**config.mk**
```make
export PLATFORM = sky130hd
export DESIGN_NAME = saturn_jump_decoder_flat
export DESIGN_NICKNAME = d
export VERILOG_FILES = /design/src/rtl/saturn_jump_decoder_if.sv /design/src/rtl/saturn_jump_decoder.sv /design/src/flat_wrapper.sv
export SDC_FILE = /design/constraint.sdc
export NUM_CORES = 1
export LEC_CHECK = 0
export BUFFER_PORTS_ARGS = -buffer_cell sky130_fd_sc_hd__clkbuf_2
export CORE_MARGIN = 2
export CORE_UTILIZATION = 52
export DETAILED_ROUTE_END_ITERATION = 8
export GPL_ROUTABILITY_DRIVEN = 0
export PLACE_DENSITY_LB_ADDON = 0.05
export SLEW_MARGIN = 20
export SYNTH_ARGS = -nofsm -noshare
export SYNTH_HDL_FRONTEND = slang
export SYNTH_SLANG_ARGS = --single-unit
```
**constraint.sdc**
```tcl
create_clock -name i_clk -period 2.1 [get_ports i_clk]
set_input_delay 0.315 -clock i_clk [delete_from_list [all_inputs] [get_ports i_clk]]
set_output_delay 0.315 -clock i_clk [all_outputs]
set_load 0.005 [all_outputs]
```
**src/rtl/saturn_jump_decoder_if.sv**
```systemverilog
// saturn_jump_decoder_if: nibble stream in, jump request out.
// master drives the stream, slave is the decoder.
interface saturn_jump_decoder_if;
  logic       i_clk_en;
  logic [3:0] i_phases;
  logic       i_bus_busy;
  logic [3:0] i_nibble;
  logic       i_instr_start;
  logic       i_carry;
  logic       o_jump_instr;
  logic [2:0] o_jump_length;
  logic       o_push_pc;
  logic       o_busy;
  logic       o_skip;
  logic       o_jump_done;

  modport master (
    output i_clk_en, i_phases, i_bus_busy,
    output i_nibble, i_instr_start, i_carry,
    input  o_jump_instr, o_jump_length, o_push_pc,
    input  o_busy, o_skip, o_jump_done
  );

  modport slave (
    input  i_clk_en, i_phases, i_bus_busy,
    input  i_nibble, i_instr_start, i_carry,
    output o_jump_instr, o_jump_length, o_push_pc,
    output o_busy, o_skip, o_jump_done
  );
endinterface

```
**src/rtl/saturn_jump_decoder.sv**
```systemverilog
// saturn_jump_decoder: spots GOC/GONC/GOTO/GOSUB/8C-8F jumps
// and holds the request to the PC block until it executes.
module saturn_jump_decoder (
  input logic            i_clk,
  input logic            i_reset,
  saturn_jump_decoder_if.slave bus
);
  typedef enum logic [2:0] {
    IDLE, OP8, OFFSET, EXEC, SKIP
  } state_e;

  state_e     state_q, state_d;
  logic [2:0] cnt_q, cnt_d;
  logic [2:0] len_q, len_d;
  logic       jump_q, jump_d;
  logic       push_q, push_d;
  logic       busy_q, busy_d;
  logic       skip_q, skip_d;
  logic       done_q, done_d;

  logic step, sample, rel, taken;

  assign step   = bus.i_clk_en && !bus.i_bus_busy;
  assign sample = step && (bus.i_phases == 4'b0100);
  assign rel    = step && (bus.i_phases == 4'b1000);
  // 4 (GOC) jumps on carry, 5 (GONC) on no carry
  assign taken  = bus.i_carry ^ bus.i_nibble[0];

  // next-state and output decode
  always_comb begin
    state_d = state_q;
    cnt_d   = cnt_q;
    len_d   = len_q;
    jump_d  = jump_q;
    push_d  = push_q;
    busy_d  = busy_q;
    skip_d  = skip_q;
    done_d  = 1'b0;
    unique case (state_q)
      IDLE: begin
        if (sample && bus.i_instr_start) begin
          case (bus.i_nibble)
            4'h4, 4'h5: begin
              busy_d = 1'b1;
              cnt_d  = 3'd0;
              if (taken) begin
                jump_d  = 1'b1;
                len_d   = 3'd1;
                push_d  = 1'b0;
                state_d = OFFSET;
              end else begin
                skip_d  = 1'b1;
                state_d = SKIP;
              end
            end
            4'h6, 4'h7: begin
              jump_d  = 1'b1;
              len_d   = 3'd2;
              push_d  = bus.i_nibble[0];
              busy_d  = 1'b1;
              cnt_d   = 3'd0;
              state_d = OFFSET;
            end
            4'h8: state_d = OP8;
            default: state_d = IDLE;
          endcase
        end
      end
      OP8: begin
        if (sample) begin
          state_d = IDLE;
          if (bus.i_nibble[3:2] == 2'b11) begin
            jump_d  = 1'b1;
            len_d   = bus.i_nibble[0] ? 3'd4 : 3'd3;
            push_d  = bus.i_nibble[1];
            busy_d  = 1'b1;
            cnt_d   = 3'd0;
            state_d = OFFSET;
          end
        end
      end
      OFFSET: begin
        if (sample) begin
          cnt_d = cnt_q + 3'd1;
          if (cnt_q == len_q) begin
            cnt_d   = 3'd0;
            state_d = EXEC;
          end
        end
      end
      EXEC: begin
        if (rel) begin
          done_d  = 1'b1;
          jump_d  = 1'b0;
          push_d  = 1'b0;
          busy_d  = 1'b0;
          len_d   = 3'd0;
          state_d = IDLE;
        end
      end
      SKIP: begin
        if (sample) begin
          cnt_d = cnt_q + 3'd1;
          if (cnt_q == 3'd1) begin
            cnt_d   = 3'd0;
            skip_d  = 1'b0;
            busy_d  = 1'b0;
            state_d = IDLE;
          end
        end
      end
      default: state_d = IDLE;
    endcase
  end

  // state register, reset wins over any update
  always_ff @(posedge i_clk) begin
    if (i_reset) begin
      state_q <= IDLE;
      cnt_q   <= 3'd0;
      len_q   <= 3'd0;
      jump_q  <= 1'b0;
      push_q  <= 1'b0;
      busy_q  <= 1'b0;
      skip_q  <= 1'b0;
      done_q  <= 1'b0;
    end else begin
      state_q <= state_d;
      cnt_q   <= cnt_d;
      len_q   <= len_d;
      jump_q  <= jump_d;
      push_q  <= push_d;
      busy_q  <= busy_d;
      skip_q  <= skip_d;
      done_q  <= done_d;
    end
  end

  assign bus.o_jump_instr  = jump_q;
  assign bus.o_jump_length = len_q;
  assign bus.o_push_pc     = push_q;
  assign bus.o_busy        = busy_q;
  assign bus.o_skip        = skip_q;
  assign bus.o_jump_done   = done_q;
endmodule

```
**src/flat_wrapper.sv**
```systemverilog
// flat-port wrapper written by rule: the top's interface ports become plain ports
module saturn_jump_decoder_flat 
  (i_clk, i_reset, bus_i_clk_en, bus_i_phases, bus_i_bus_busy, bus_i_nibble, bus_i_instr_start, bus_i_carry, bus_o_jump_instr, bus_o_jump_length, bus_o_push_pc, bus_o_busy, bus_o_skip, bus_o_jump_done);
  saturn_jump_decoder_if bus_i ();
  input logic i_clk;
  input logic i_reset;
  input wire logic [$bits(bus_i.i_clk_en)-1:0] bus_i_clk_en;
  input wire logic [$bits(bus_i.i_phases)-1:0] bus_i_phases;
  input wire logic [$bits(bus_i.i_bus_busy)-1:0] bus_i_bus_busy;
  input wire logic [$bits(bus_i.i_nibble)-1:0] bus_i_nibble;
  input wire logic [$bits(bus_i.i_instr_start)-1:0] bus_i_instr_start;
  input wire logic [$bits(bus_i.i_carry)-1:0] bus_i_carry;
  output wire logic [$bits(bus_i.o_jump_instr)-1:0] bus_o_jump_instr;
  output wire logic [$bits(bus_i.o_jump_length)-1:0] bus_o_jump_length;
  output wire logic [$bits(bus_i.o_push_pc)-1:0] bus_o_push_pc;
  output wire logic [$bits(bus_i.o_busy)-1:0] bus_o_busy;
  output wire logic [$bits(bus_i.o_skip)-1:0] bus_o_skip;
  output wire logic [$bits(bus_i.o_jump_done)-1:0] bus_o_jump_done;
  assign bus_i.i_clk_en = bus_i_clk_en;
  assign bus_i.i_phases = bus_i_phases;
  assign bus_i.i_bus_busy = bus_i_bus_busy;
  assign bus_i.i_nibble = bus_i_nibble;
  assign bus_i.i_instr_start = bus_i_instr_start;
  assign bus_i.i_carry = bus_i_carry;
  assign bus_o_jump_instr = bus_i.o_jump_instr;
  assign bus_o_jump_length = bus_i.o_jump_length;
  assign bus_o_push_pc = bus_i.o_push_pc;
  assign bus_o_busy = bus_i.o_busy;
  assign bus_o_skip = bus_i.o_skip;
  assign bus_o_jump_done = bus_i.o_jump_done;
  saturn_jump_decoder u_core (.i_clk(i_clk), .i_reset(i_reset), .bus(bus_i));
endmodule
```
Yosys cells after proc, flatten, opt, wreduce, memory -nomap -nowiden. Index checks and enable logic that the tools add are counted.

Input bits: 14. Output and inout bits: 8. Register bits: 14. Word-level logic and storage cells: 107.

Reduce and logical (&&, ||, !) cells: 19. Add/subtract/negate cells: 1. Eq/ne operators: 27. Multiplexer cells: 50. Bitwise operators: 2.

Operators with widths (count): $mux 3 (21); $reduce_and 7->1 (3); $eq 4x3->1 const B (5); $pmux 3 s3 (2); $mux 1 (17); $ne 2x1->1 const B (8); $pmux 3 s5 (1); $pmux 3 s4 (1); $eq 4x4->1 const B (2); $reduce_and 8->1 (1); $reduce_bool 4->1 (2); $eq 3x1->1 const B (2); $eq 3x2->1 const B (2); $ne 2x2->1 const B (3); $pmux 1 s2 (3); $pmux 1 s3 (2); $pmux 3 s2 (1); $reduce_and 6->1 (1); $reduce_or 2->1 (3); $logic_and 1x1->1 (4); $pmux 1 s4 (1); $reduce_or 4->1 (1); $add 3x1->3 const B (1); $eq 3x3->1 (1); 11 further kinds (11).

Longest topological paths before layout. Gate-level depths: netlist (run 1).

Depth after elaboration: 6. Depth in mapped cells: 7.

Least setup slack after synthesis (run 1). Ideal clock, no wire load.

Kind: input to register. Start point: input port bus_i_bus_busy. End point: register u_core.len_q[1], in the netlist u_core.bus.o_jump_length[1]. Required time: 1.967 ns. Path slack: 0.395 ns. Arrival: 1.572 ns. Library setup time: 0.133 ns. Stages: 5. Cell sequence: nor4b_4 -> a31oi_2 -> a2111oi_4 -> o311a_1 -> nor3_1.

Word-level cells in the longest chain between the ends: 6.

Ends and longest elaborated chain: start: declaration (RTL line flat_wrapper.sv:9) `input wire logic [$bits(bus_i.i_bus_busy)-1:0] bus_i_bus_busy;`; $logic_not 1->1 (*) (RTL line saturn_jump_decoder.sv:23) `assign step = bus.i_clk_en && !bus.i_bus_busy;`; $logic_and 1x1->1 (*) (RTL line saturn_jump_decoder.sv:23); $logic_and 1x1->1 (RTL line saturn_jump_decoder.sv:24) `assign sample = step && (bus.i_phases == 4'b0100);`; $logic_and 1x1->1 (RTL line saturn_jump_decoder.sv:41) `if (sample && bus.i_instr_start) begin`; $ne 2x1->1 (no line); $reduce_and 7->1 (no line) (*); end signal: assignment (RTL line saturn_jump_decoder.sv:130) `len_q <= len_d;`; end: declaration (RTL line saturn_jump_decoder.sv:14) `logic [2:0] len_q, len_d;`.

Mark *: on every way between the ends. The rest lies on a longest branch, timed or not. A chain may end at the register's enable or synchronous reset.

Worst setup path in the final report (run 1).
Start point: register u_core.state_q[1]. End point: register u_core.len_q[1], in the netlist u_core.bus.o_jump_length[1].

Word-level cells in the longest chain between the ends: 3.

Ends and longest elaborated chain: start: declaration (RTL line saturn_jump_decoder.sv:12) `state_e state_q, state_d;`; start signal: assignment (RTL line saturn_jump_decoder.sv:128) `state_q <= state_d;`; $eq 3x2->1 (tied with other cells) (RTL line saturn_jump_decoder.sv:39) `unique case (state_q)`; $ne 2x1->1 (no line) (tied with other cells); $reduce_and 7->1 (no line).

Several ways; a longest one is shown, not always the timed one.

==> results of run 1 <==
==> area by class of cell <==
class                      instances  area, µm²  area share [%]
tap                               25       31.3            2.71
inverter                           3       11.3           0.975
multi-input combinational        102        676            58.5
timing repair buffer              23        120            10.4
clock buffer                       4       36.3            3.14
sequential                        14        280            24.3
==> flip-flops by register name (all words and copies together), names as in the netlist <==
| register | cells |
|---|---|
| u_core.bus.o_push_pc | 1 |
| u_core.bus.o_skip | 1 |
| u_core.cnt_q | 3 |
| u_core.state_q | 3 |
| u_core.bus.o_jump_instr | 1 |
| u_core.bus.o_busy | 1 |
| u_core.bus.o_jump_done | 1 |
| u_core.bus.o_jump_length | 3 |
==> through the flow <==
stage	instance area, µm²	cells	utilization, %	setup slack [ns]	power, µW
after floorplan	988	124	-	0.395	320
after global placement	1120	167	63.4	0.181	346
after detailed placement	1120	167	63.4	0.0857	348
after CTS	1150	171	65.5	0.205	545
after global routing	1150	171	65.5	0.0728	571
final	1150	171	65.5	0.202	539
==> worst max-delay path by stage <==
stage / start / endpoint / slack (ns) / depth (start not counted)
4_1_cts: u_core.state_q[1] / u_core.bus.o_jump_length[1] / 0.20 / 5
6_report: u_core.state_q[1] / u_core.bus.o_jump_length[1] / 0.20 / 5
3_5_place_dp: bus_i_bus_busy / u_core.bus.o_jump_length[1] / 0.09 / 6
2_1_floorplan: bus_i_bus_busy / u_core.bus.o_jump_length[1] / 0.39 / 5
3_3_place_gp: bus_i_bus_busy / u_core.bus.o_jump_length[1] / 0.18 / 6
5_1_grt: u_core.state_q[1] / u_core.bus.o_jump_length[0] / 0.07 / 5
==> synthesized netlist by cell type, types with 2 or more instances <==
master    instances  area [µm²]
o21ai_0           4        20.0
o41ai_1           2        17.5
buf_2             2        10.0
o32ai_1           2        17.5
nor2_1           13        48.8
a21oi_1           8        40.0
a31oi_1           2        12.5
nand2_1          10        37.5
and3_1            2        12.5
o211ai_1          2        15.0
nor3_1            5        25.0
clkbuf_1          3        11.3
nand3_1           6        30.0
xor2_1            4        35.0
or2_2             2        12.5
a31o_2            2        17.5
inv_1             3        11.3
nor2b_1           3        18.8
nand2b_1         11        68.8
dfxtp_1          14         280
ha_1              2        25.0
==> power by group through the flow <==
stage,registers [µW],clock network [µW],logic [µW]
finish,275,197,67.5
global route,275,219,77.4
CTS,275,203,67.5
detailed placement,281,0,67.3
global placement,281,0,65.8
floorplan,276,0,43.9
==> cell families (layout without fill, tap and decap cells) <==
logic type	after synthesis	count (layout)	share of synthesized area, %
AND/OR/NAND/NOR	64	64	36.5
flip-flops	14	14	28.4
adder cells (fa/ha/maj)	2	2	2.53
AO/OA/AOI/OAI	32	32	25.8
XOR/XNOR	4	4	3.54
buffers and inverters	8	30	3.29
==> layer usage <==
metal	up-vias	share of wire, %	GRT usage (%)
met5	-	0	0
met3	2	7.0	5.66
met4	0	0.94	7.03
met1	436	49	35.7
met2	34	43	33.8
li1	504	-	-
==> worst min-delay path: cells and delay by family <==
| kind | cells | cell delay (ns) |
|---|---|---|
| buffers and inverters | 1 | 0.10 |
| AND/OR/NAND/NOR | 1 | 0.07 |
| AO/OA/AOI/OAI | 1 | 0.06 |
==> impl_metrics.yaml, run 1 <==
run_status:
  status: "finished clean"
global_route:
  grt_pass1_vias: 824
  grt_overflow: 0
  grt.total_usage_pct: 23.8
  grt_max_degree: 22
  grt_antenna_before_repair: 0
  grt_pass1_wl_mm: 3.78
timing:
  period_minus_slack_ns: 1.90
  rsz0062_at_grt: "no"
  timing.final.crit_share_pct: 90.4
  fin_hold_ws_ns: 0.305
  worst_pin_slew_ns: 0.547
  final_hold_viol_count: 0
  fmax_ghz: 0.527
  tns_ns: 0
  fin_skew_ns: 0.00126
  max-slew-margin-rel_pct: 63.5
  drv_slew: 0
  setup_viol: 0
place:
  hpwl_mm: 1.68
  port_buffers: 21
pwr:
  p_switching_uw: 137
  p_comb_share_pct: 12.5
  vdd_drop_max_mv: 0.261
  seq_power_share_pct: 50.9
  swShare_pct: 25.5
  power_density_nw_per_um2: 467
  p_clk_share_pct: 36.5
  p_leak_uw: 0.000493
  p_int_uw: 402
worst_hold_path:
  min_delay_worst_endpoint: "u_core.bus.o_skip"
  hp-class: "in -> reg"
  hp-start: "bus_i_instr_start"
  holdPathStages: 3
cts:
  ctsHoldBuffers: 0
  cts_root_buf: "clkbuf_4"
  post_cts_buffers: 0
  path_clk_slew_ns: 0.09
  insertion_delay_ns: 0.28
  cts_buffers: 3
  cts_tree: "built"
  cts.repair.resized: 0
  cts_sinks: 14
  clockBufferDepth: 2
  htree_levels: 1
critical_path:
  critPathBufInv: 0
  r2r-start: "u_core.state_q[1]"
  rr_worst_depth: 5
  cpPeakStageDelay_ns: 0.61
  cp-start-kind: "register"
  crit_path_max_fanout: 9
  worstSetupEndpointType: "register"
  cp_slowest_cell: "a2111oi_4"
  cpLargestDelayFamily: "compound AO/OA/AOI/OAI gates"
  worstPathArrival_ns: 2.06
  rrSetupSlack_ns: 0.20
  required_ns: 2.26
  cp_cell_sequence: "nor2_1, o211ai_1, a2111oi_4, o311a_1, nor3_1"
  reg2reg_to: "u_core.bus.o_jump_length[1]"
  crit_type: "reg -> reg"
route:
  drtIter0Drc: 20
  drc_errors: 0
  routed_wl_mm: 2.24
  firstDrtPassIters: 4
  via_per_inst: 5.71
  drtAntennaViolNets: 0
  wl_per_cell_um: 13.1
  via_count: 976
synthesis:
  syn_inst: 124
  synth_nets: 140
  synth_edf_count: 0
  async_reset_ff_share_pct: 0
  synth_flop_cell: "dfxtp_1"
  synth_warnings: 0
  avgSynthCellArea_um2: 7.97
  synth_cell_types: 43
  synth.cell_area_um2: 988
  yosysSeqAreaShare_pct: 28.4
  synth-seq-cells: 14
die:
  die_h_um: 47.6
  ios: 22
  die_area_um2: 2270
  start_util_pct: 56.0
  core-area_um2: 1760
  die_x_um: 47.6
  rows: 15
layout:
  synthToLayoutAreaGrowth_pct: 16.8
  final_cell_mix: "clkbuf_2 (21), dfxtp_1 (14), nor2_1 (13), nand2b_1 (11), nand2_1 (10)"
  drive_gt1_share_pct: 25.3
  layout_commonest_cell: "clkbuf_2"
  nets: 163
  nFillCells: 171
  antenna_cells: 0
flow_run:
  drv_cap: 0
(Power assumes the default switching activity.)
==> inputs of run 2 (changes only) <==
--- a/config.mk
+++ b/config.mk
@@ -11,5 +11,5 @@
 export DETAILED_ROUTE_END_ITERATION = 8
 export GPL_ROUTABILITY_DRIVEN = 0
-export PLACE_DENSITY_LB_ADDON = 0.05
+export PLACE_DENSITY = 0.8
 export SLEW_MARGIN = 20
 export SYNTH_ARGS = -nofsm -noshare
==> constraint.sdc (replaced) <==
create_clock -name i_clk -period 2.1 [get_ports i_clk]
set_input_delay 0.42 -clock i_clk [delete_from_list [all_inputs] [get_ports i_clk]]
set_output_delay 0.42 -clock i_clk [all_outputs]
set_load 0.005 [all_outputs]
==> impl_metrics.yaml, run 2 (synthesis results as in run 1) <==
flow_run:
  drv_cap: 0
timing:
  fin_skew_ns: 0.00504
  tns_ns: 0
  worst_pin_slew_ns: 0.516
  fmax_ghz: 0.538
  timing.final.crit_share_pct: 88.5
  setup_viol: 0
  period_minus_slack_ns: 1.86
  rsz0062_at_grt: "no"
  max-slew-margin-rel_pct: 65.6
  layout_setup_ws_ns: 0.242
  drv_slew: 0
  final_hold_viol_count: 0
route:
  firstDrtPassIters: 4
  drtAntennaViolNets: 0
  via_per_inst: 5.92
  drc_errors: 0
  via_count: 1013
  drtIter0Drc: 50
  wl_per_cell_um: 13.4
  routed_wl_mm: 2.29
run_status:
  status: "finished clean"
place:
  place_worst_setup_slack_ns: 0.0930
  place_inst: 167
  port_buffers: 21
  hpwl_mm: 1.68
layout:
  synthToLayoutAreaGrowth_pct: 16.2
  nets: 164
  layout_commonest_cell: "clkbuf_2"
  multiInputGateArea_um2: 676
  layout.area.seq_um2: 280
  nFillCells: 169
  antenna_cells: 0
  drive_gt1_share_pct: 25.3
  final_cell_mix: "clkbuf_2 (21), dfxtp_1 (14), nor2_1 (13), nand2b_1 (11), nand2_1 (10)"
  final_util_pct: 65.1
  fin_cells: 171
die:
  die_area_um2: 2270
  die_h_um: 47.6
  rows: 15
  core-area_um2: 1760
  ios: 22
  start_util_pct: 56.0
  die_x_um: 47.6
cts:
  path_clk_slew_ns: 0.08
  insertion_delay_ns: 0.27
  cts_tree: "built"
  cts_buffers: 3
  cts_root_buf: "clkbuf_4"
  ctsHoldBuffers: 0
  htree_levels: 1
  clockBufferDepth: 2
  cts_sinks: 14
critical_path:
  cp_cell_sequence: "nand4b_1, o21ai_0, and4_1, or3b_2, o31ai_1"
  crit_path_max_fanout: 16
  crit_type: "reg -> reg"
  cpLargestDelayFamily: "simple AND/OR/NAND/NOR gates"
  worstPathArrival_ns: 2.05
  required_ns: 2.29
  critPathBufInv: 0
  cp-start-kind: "register"
  worstSetupEndpointType: "register"
  cp_slowest_cell: "dfxtp_1"
  cpPeakStageDelay_ns: 0.65
pwr:
  power_density_nw_per_um2: 426
  vdd_drop_max_mv: 0.480
  p_leak_uw: 0.000491
global_route:
  grt_pass1_wl_mm: 3.67
  grt_pass1_vias: 869
  grt_antenna_before_repair: 0
  grt_max_degree: 22
  grt.total_usage_pct: 23.0
  grt_overflow: 0
worst_hold_path:
  hp-class: "in -> reg"
-- run 2: through the flow --
step	power [µW]	hold slack (ns)	cell area [µm²]
final	490	0.444	1150
after global routing	515	0.444	1150
after CTS	493	0.437	1140
after detailed placement	347	0.465	1120
after global placement	346	0.461	1120
after floorplan	320	0.462	988
-- run 2: report_power, final --
group	total [µW]	switching, µW	internal [µW]
combinational	69.4	39.6	29.8
sequential	274	7.37	267
clock	146	79.5	66.4
-- run 2: metal layers --
metal / track usage (%) / vias to the layer above / share of wire (%)
li1: - / 504 / -
met1: 27.6 / 453 / 43
met2: 38.6 / 52 / 47
met3: 7.92 / 4 / 8.9
met4: 7.03 / 0 / 1.6
met5: 0 / - / 0
-- run 2: worst paths after layout --
kind                                   startpoint              endpoint  slack, ns  depth (start not counted)
worst max-delay path            u_core.state_q[1]       u_core.cnt_q[0]       0.24                          5
worst min-delay path              bus_i_nibble[1]  u_core.bus.o_push_pc       0.44                          3
worst max register to register  u_core.state_q[1]       u_core.cnt_q[0]       0.24                          5
worst min register to register  u_core.bus.o_skip     u_core.bus.o_skip       0.47                          2
-- run 2: layout make-up --
| type | count | share of cell area (%) |
|---|---|---|
| Clock buffer | 3 | 1.96 |
| Inverter | 3 | 0.980 |
| Multi-Input combinational cell | 102 | 58.8 |
| Sequential cell | 14 | 24.4 |
| Tap cell | 25 | 2.72 |
| Timing Repair Buffer | 24 | 11.1 |
-- run 2: repair_timing --
item                                    CTS  global route
endpoints found under the setup margin    0             3
resized for setup                         0             0
endpoints found under the hold margin     0             0
buffers inserted                          0             1
-- run 2: worst min-delay path, delay by kind of cell --
family,cells,cell delay (ns)
compound gates,1,0.06
simple gates,1,0.08
buf+inv,1,0.12
